### src/rtl/digit_scan_mux.sv
// Four-digit multiplexed scan driver for a common-anode seven-segment display.
// It snapshots the digits once per frame, blanks the start of each slot, and supports leading-zero blanking.
module digit_scan_mux #(
  parameter int SCAN_DIV     = 50000,
  parameter int BLANK_CYCLES = 500
) (
  input  logic        clk,
  input  logic        reset_n,
  input  logic [15:0] digits,
  input  logic        lzb_en,
  output logic [3:0]  digit,
  output logic [3:0]  digit_sel,
  output logic        frame_start
);

  localparam int CW = (SCAN_DIV > 1) ? $clog2(SCAN_DIV) : 1;
  localparam logic [CW-1:0] LAST  = CW'(SCAN_DIV - 1);
  localparam logic [CW-1:0] BLANK = CW'(BLANK_CYCLES);

  logic [CW-1:0] count;
  logic [1:0]    idx;
  logic          running;
  logic [15:0]   snap;
  logic          lzb_snap;

  logic          boundary;
  logic [1:0]    next_idx;
  logic [15:0]   src;
  logic [3:0]    supp;

  // The running flag makes the first edge after reset open slot 0 instead of slot 1.
  always_comb begin
    boundary = !running || (count == LAST);
    next_idx = running ? idx + 2'd1 : 2'd0;
    src      = (next_idx == 2'd0) ? digits : snap;
    supp     = '0;
    supp[1]  = lzb_snap && (snap[15:4]  == 12'h000);
    supp[2]  = lzb_snap && (snap[15:8]  == 8'h00);
    supp[3]  = lzb_snap && (snap[15:12] == 4'h0);
  end

  always_ff @(posedge clk or negedge reset_n) begin
    if (!reset_n) begin
      count       <= '0;
      idx         <= 2'd0;
      running     <= 1'b0;
      snap        <= '0;
      lzb_snap    <= 1'b0;
      digit       <= 4'h0;
      digit_sel   <= '1;
      frame_start <= 1'b0;
    end else if (boundary) begin
      count       <= '0;
      idx         <= next_idx;
      running     <= 1'b1;
      if (next_idx == 2'd0) begin
        snap     <= digits;
        lzb_snap <= lzb_en;
      end
      digit       <= src[{next_idx, 2'b00} +: 4];
      digit_sel   <= '1;
      frame_start <= (next_idx == 2'd0);
    end else begin
      count       <= count + CW'(1);
      frame_start <= 1'b0;
      if ((count + CW'(1) == BLANK) && !supp[idx])
        digit_sel <= ~(4'b0001 << idx);
    end
  end

endmodule

### config.mk
export PLATFORM = sky130hd
export DESIGN_NAME = digit_scan_mux
export DESIGN_NICKNAME = d
export VERILOG_FILES = /design/src/rtl/digit_scan_mux.sv
export SDC_FILE = /design/constraint.sdc
export NUM_CORES = 1
export LEC_CHECK = 0
export CAP_MARGIN = 20
export CORE_ASPECT_RATIO = 1.5
export CORE_MARGIN = 4
export CORE_UTILIZATION = 40
export DETAILED_ROUTE_END_ITERATION = 10
export SLEW_MARGIN = 20
export SYNTH_ARGS = -nofsm -noshare
export SYNTH_HDL_FRONTEND = slang
export SYNTH_SLANG_ARGS = --single-unit
### constraint.sdc
create_clock -name clk -period 4.3 [get_ports clk]
set_clock_uncertainty 0.2 [all_clocks]
set_input_delay 0.86 -clock clk [delete_from_list [all_inputs] [get_ports clk]]
set_output_delay 0.86 -clock clk [all_outputs]
set_load 0.02 [all_outputs]
; ---- Word-level counts from Yosys, hierarchy flattened
; Index checks and enable logic that the tools add are counted.
[word_totals]
register_bits = 45
inputBits = 19
out_inout_bits = 9
elab_cells = 37
[op_classes]
n_addsub = 2
magnitude_cmp = 1
eq_ne = 2
shift = 2
muxes = 8
bitwise_logic = 1
n_reduce_logical = 13
[ops]
columns = operator, n
row1 = 16-bit two-way mux, 2
row2 = 16-bit by 1-bit adder with 16-bit output (second input constant), 1
row3 = 16-bit equality test (second input constant), 1
row4 = 16-bit by 9-bit equality test with 1-bit output (second input constant), 1
row5 = 16-bit by 5-bit variable part select with 4-bit output, 1
row6 = 12-bit logical NOT, 1
row7 = 8-bit logical NOT, 1
row8 = 4-bit two-way mux, 2
row9 = 1-bit logical AND, 4
row10 = 4-bit logical NOT, 1
row11 = 4-bit NOT, 1
row12 = 1-bit by 2-bit << shifter with 4-bit output (first input constant), 1
row13 = 2-bit by 3-bit less-than comparator with 1-bit output (second input constant), 1
row14 = 2-bit by 1-bit adder with 2-bit output (second input constant), 1
row15 = 1-bit binary-select mux with 2-bit select, 1
row16 = 1-bit logical NOT, 2
row17 = 2-bit logical NOT, 1
row18 = 1-bit two-way mux, 2
row19 = 2-bit two-way mux, 1
row20 = 2-bit AND reduction, 1
row21 = 2-bit nonzero test, 1
row22 = 1-bit logical OR, 1

; ---- Longest topological paths before layout
[depth]
depth_word = 8
depth_mapped = 9
depth_no_buf = 7

; ---- Worst setup path before layout
; OpenSTA, ideal clock, no wires.
[synth_timing]
kind = register to register
start = register count[0]
end = register snap[10]
setup_ps = 125
arrival_ps = 2005
required_ps = 3975
path_slack_ps = 1970
path_stages_with_launch = 8
path_buffers = 1
synth_period_minus_slack_ps = 2330
cell_sequence = dfrtp_1 -> ha_1 -> nand3_4 -> nor4_4 -> nand4_4 -> o21ai_4 -> buf_12 -> mux2_4
[synth_via]
elab_chain_len = 2
[synth_rtl]
columns = element, line
row1 = start: declaration, 20  ; logic [CW-1:0] count;
row2 = start signal: assignment, 64  ; count <= count + CW'(1);
row3 = 16-bit equality test, 33  ; boundary = !running || (count == LAST);
row4 = 1-bit logical OR, 33
row5 = end signal: assignment, 57  ; snap <= digits;
row6 = end: declaration, 23  ; logic [15:0] snap;
; Every way passes these cells.
; A chain may end at the register's enable or synchronous reset.

; ---- Worst setup path after layout
[layout_timing]
start = register count[0]
end = register lzb_snap
[layout_via]
elab_chain_len = 3
[layout_rtl]
columns = element, line
row1 = 16-bit equality test, 33
row2 = 1-bit logical OR, 33
row3 = 2-bit AND reduction (no line), -
row4 = end signal: assignment, 58  ; lzb_snap <= lzb_en;
row5 = end: declaration, 24  ; logic lzb_snap;
; Every way passes these cells.

==> results.md <==
- Status: finished clean
- Hold_ws: 0.273 ns
- Ranking of synthesized cells by area: dfrtp_1 40%, mux2_4 5.9%, dfstp_2 4.6%
- Routed length on met3: between 100 and 150 um
- Number of global-route vias before repair: roughly 1600
- Clk_lat worst skew: 0.29 ns
- Cell Rows: 33
- Share of cells above drive strength 1: 16.7%
- Tot GR Track Use: 14.2%
- Reg clk slew, reported paths: 0.08 ns
- CP Capture Point: lzb_snap
- Setup violators final: 0
- Fin crit share: 62.2%
- WL met2: 2620 um
- Post-synth net total: 236
- Synthesized area per cell: 10.8 sq um
- CP arrival: 2.65 ns
- Final Max Slew Viols: 0
- Pre-Repair DR Iteration Count: 4
- Post-CTS setup buffer count: 0
- CP Max Fanout: 14
- Post-route setup TNS: 0 ns
- DR WL/cell: 15.1 um
- Clock Power Share: 33.0%
- Antenna Nets Post-Route: 0
- Core area: roughly 5500 sq um
- Most frequent cells in the layout: 37 x dfrtp_1, 26 x clkdlybuf4s50_1, 17 x nor2_1, 15 x nand2_1, 15 x o21ai_0
- Peak Freq: 0.374 GHz
- Initial antenna violation count: 0
- CTS tree: built
- R2r setup slk: roughly 1.6 ns
- Fraction of registers with async set/reset: 100%
- Syn Inst Count: roughly 210
- Top-area cell type share of the netlist area: around two fifths
- Post-Layout Cell Count: 309
- # nets final: approximately 260
- Main flop type after synthesis: dfrtp_1
- WL met1: 1860 um
- Measured slew at the worst slew-check pin: approximately 0.9 ns
- Internal power: 0.563 mW
- Top routing layer used: met4
- Area grow syn2layout: 16.4%
- Number of clock sinks: approximately 40
- Root buffer cell: clkbuf_8
- YS warnings: 0
- Reg2reg path depth: 6
- Gpl congestion: around 0.8
- Slew margin rel.: 40.6%
- Mux cell area share after synthesis: 10.7%
- Vias: about 1700
- Compound-cell area share of the yosys netlist: 11.6%
- R2r endpoint: lzb_snap
- # resized after CTS: 0
- DP Cell Count: 301
- Hold_buf cts: 0
- Port Buffers: 27
- Number of synthesized flops with an enable pin: 0
- Synthesized area: 2290 sq um
- Xor-xnor portion of the synthesized cell area: roughly 5.7%
- Simple-gate share of the synthesized area: 20.0%
- Peak VDD IR: 0.000191 V
- Leakage: 1.07 nW
- Routed wire length: 4670 um
- DRT iter0 DRCs: 66
- Synthesized flop and latch total: 41
- DRC: 0
- Die X-Extent: 69.7 um
- CP required: 4.28 ns
- Diode count: 0
- Largest net degree at the start of global routing: 42
- IO Pins: 28
- Clk buf depth: 2
- Hpwl dp: roughly 3500 um
- Yosys cell types: 47
- Vias per cell: 5.40
- Seq pwr share: a little under three fifths
- RR Startpoint: count[0]
- H-tree levels: 2
- P per Cell Area: 281 nW/um^2
- Final Hold Fails: 0
- Combinational Power Share: between 10% and 20%
- First-pass GRT wire length: 7810 um
- Worst setup startpoint: count[0]
- Largest family of logic cells by synthesized area: simple AND/OR/NAND/NOR gates
- Die area: roughly 7000 sq um
- Unrepaired setup endpoints after global routing: no
- Worst Setup End Kind: register
- Post-Synth Adder-Cell Area: 2.74%
- Worst hold path type: register to register
- Yosys top cell by area: dfrtp_1
- Final core occ: just under 50%
- Min cycle time layout: roughly 2.7 ns
- Psw: 0.185 mW
- Die Y: 101 um
- Switching Fraction: approximately a quarter
- Sequential fraction of the synthesis area: between 40% and 50%
- CTS Buf Count: 5
- MaxCap Viol Count: 0
- Crit path kind: register to register
- Most common cell after layout, fill and taps aside: dfrtp_1
- Grt total ovfl: 0
- Crit start category: register
- Initial Utilization: 41.6%
-- per-stage QoR --
stage | power [mW] | setup slack, ns | cell area (sq um)
final | 0.749 | 1.63 | 2660
after detailed placement | 0.511 | 1.61 | 2580
after CTS | 0.763 | 1.61 | 2660
after global routing | 0.786 | 1.45 | 2660
after floorplan | 0.470 | 1.97 | 2290
after global placement | 0.511 | 1.69 | 2580
-- routing by layer --
layer,global-route usage [%],vias up
li1,-,809
met1,15.9,834
met2,26.3,21
met3,2.79,6
met4,5.46,0
met5,0,-
-- worst min path at each step --
stage / startpoint / to / slack [ns] / cells past startpoint
after floorplan: lzb_snap / lzb_snap / 0.28 / 1
after global placement: digit_sel[3] / digit_sel[3] / 0.26 / 2
after detailed placement: digit_sel[3] / digit_sel[3] / 0.27 / 2
after CTS: digit_sel[3] / digit_sel[3] / 0.28 / 2
after global routing: digit_sel[1] / digit_sel[1] / 0.30 / 2
final: digit_sel[3] / digit_sel[3] / 0.27 / 2
-- synthesized netlist by cell type, drive strengths merged, types with 3 or more instances --
master and number:
a211oi 5, a31oi 5, and2 5, and3 4
buf 4, clkbuf 4, dfrtp 37, dfstp 4
ha 5, inv 7, mux2 17, nand2 15
nand3 9, nand4 5, nor2 17, nor3 3
nor4 4, o21ai 16, o22ai 4, o31ai 5
xnor2 9, xor2 6
-- state kept, by name (all words and copies together) (netlist names) --
register	flops
running	1
lzb_snap	1
idx	2
digit	4
count	16
frame_start	1
digit_sel	4
snap	12
-- cells by family after synthesis --
kind of cell | after synthesis
compound gates | 41
xor+xnor | 15
fa+ha+maj | 5
buf+inv | 15
flops | 41
mux | 19
other cells | 1
simple gates | 75
-- power groups by stage --
| stage | Clock [mW] | Sequential, mW | Combinational (mW) |
|---|---|---|---|
| floorplan | 0 | 0.429 | 0.0418 |
| global placement | 0 | 0.429 | 0.0818 |
| detailed placement | 0 | 0.429 | 0.0819 |
| CTS | 0.259 | 0.422 | 0.0823 |
| global route | 0.273 | 0.424 | 0.0884 |
| finish | 0.247 | 0.421 | 0.0804 |
-- critical path, cell delays in order, from the launching register on --
cell	delay [ns]
dfrtp_1	0.44
ha_1	0.33
nand3_4	0.15
nor4_4	0.29
nand4_4	0.21
o21ai_4	0.53
mux2_2	0.40
-- cell type report --
cell class	instances	area, sq um
Clock buffer	5	68.8
Clock inverter	3	17.5
Fill cell	544	2830
Inverter	7	26.3
Multi-Input combinational cell	156	1170
Sequential cell	41	1030
Tap cell	70	87.6
Timing Repair Buffer	27	265
Note: power is estimated with default switching activity, not from simulation.
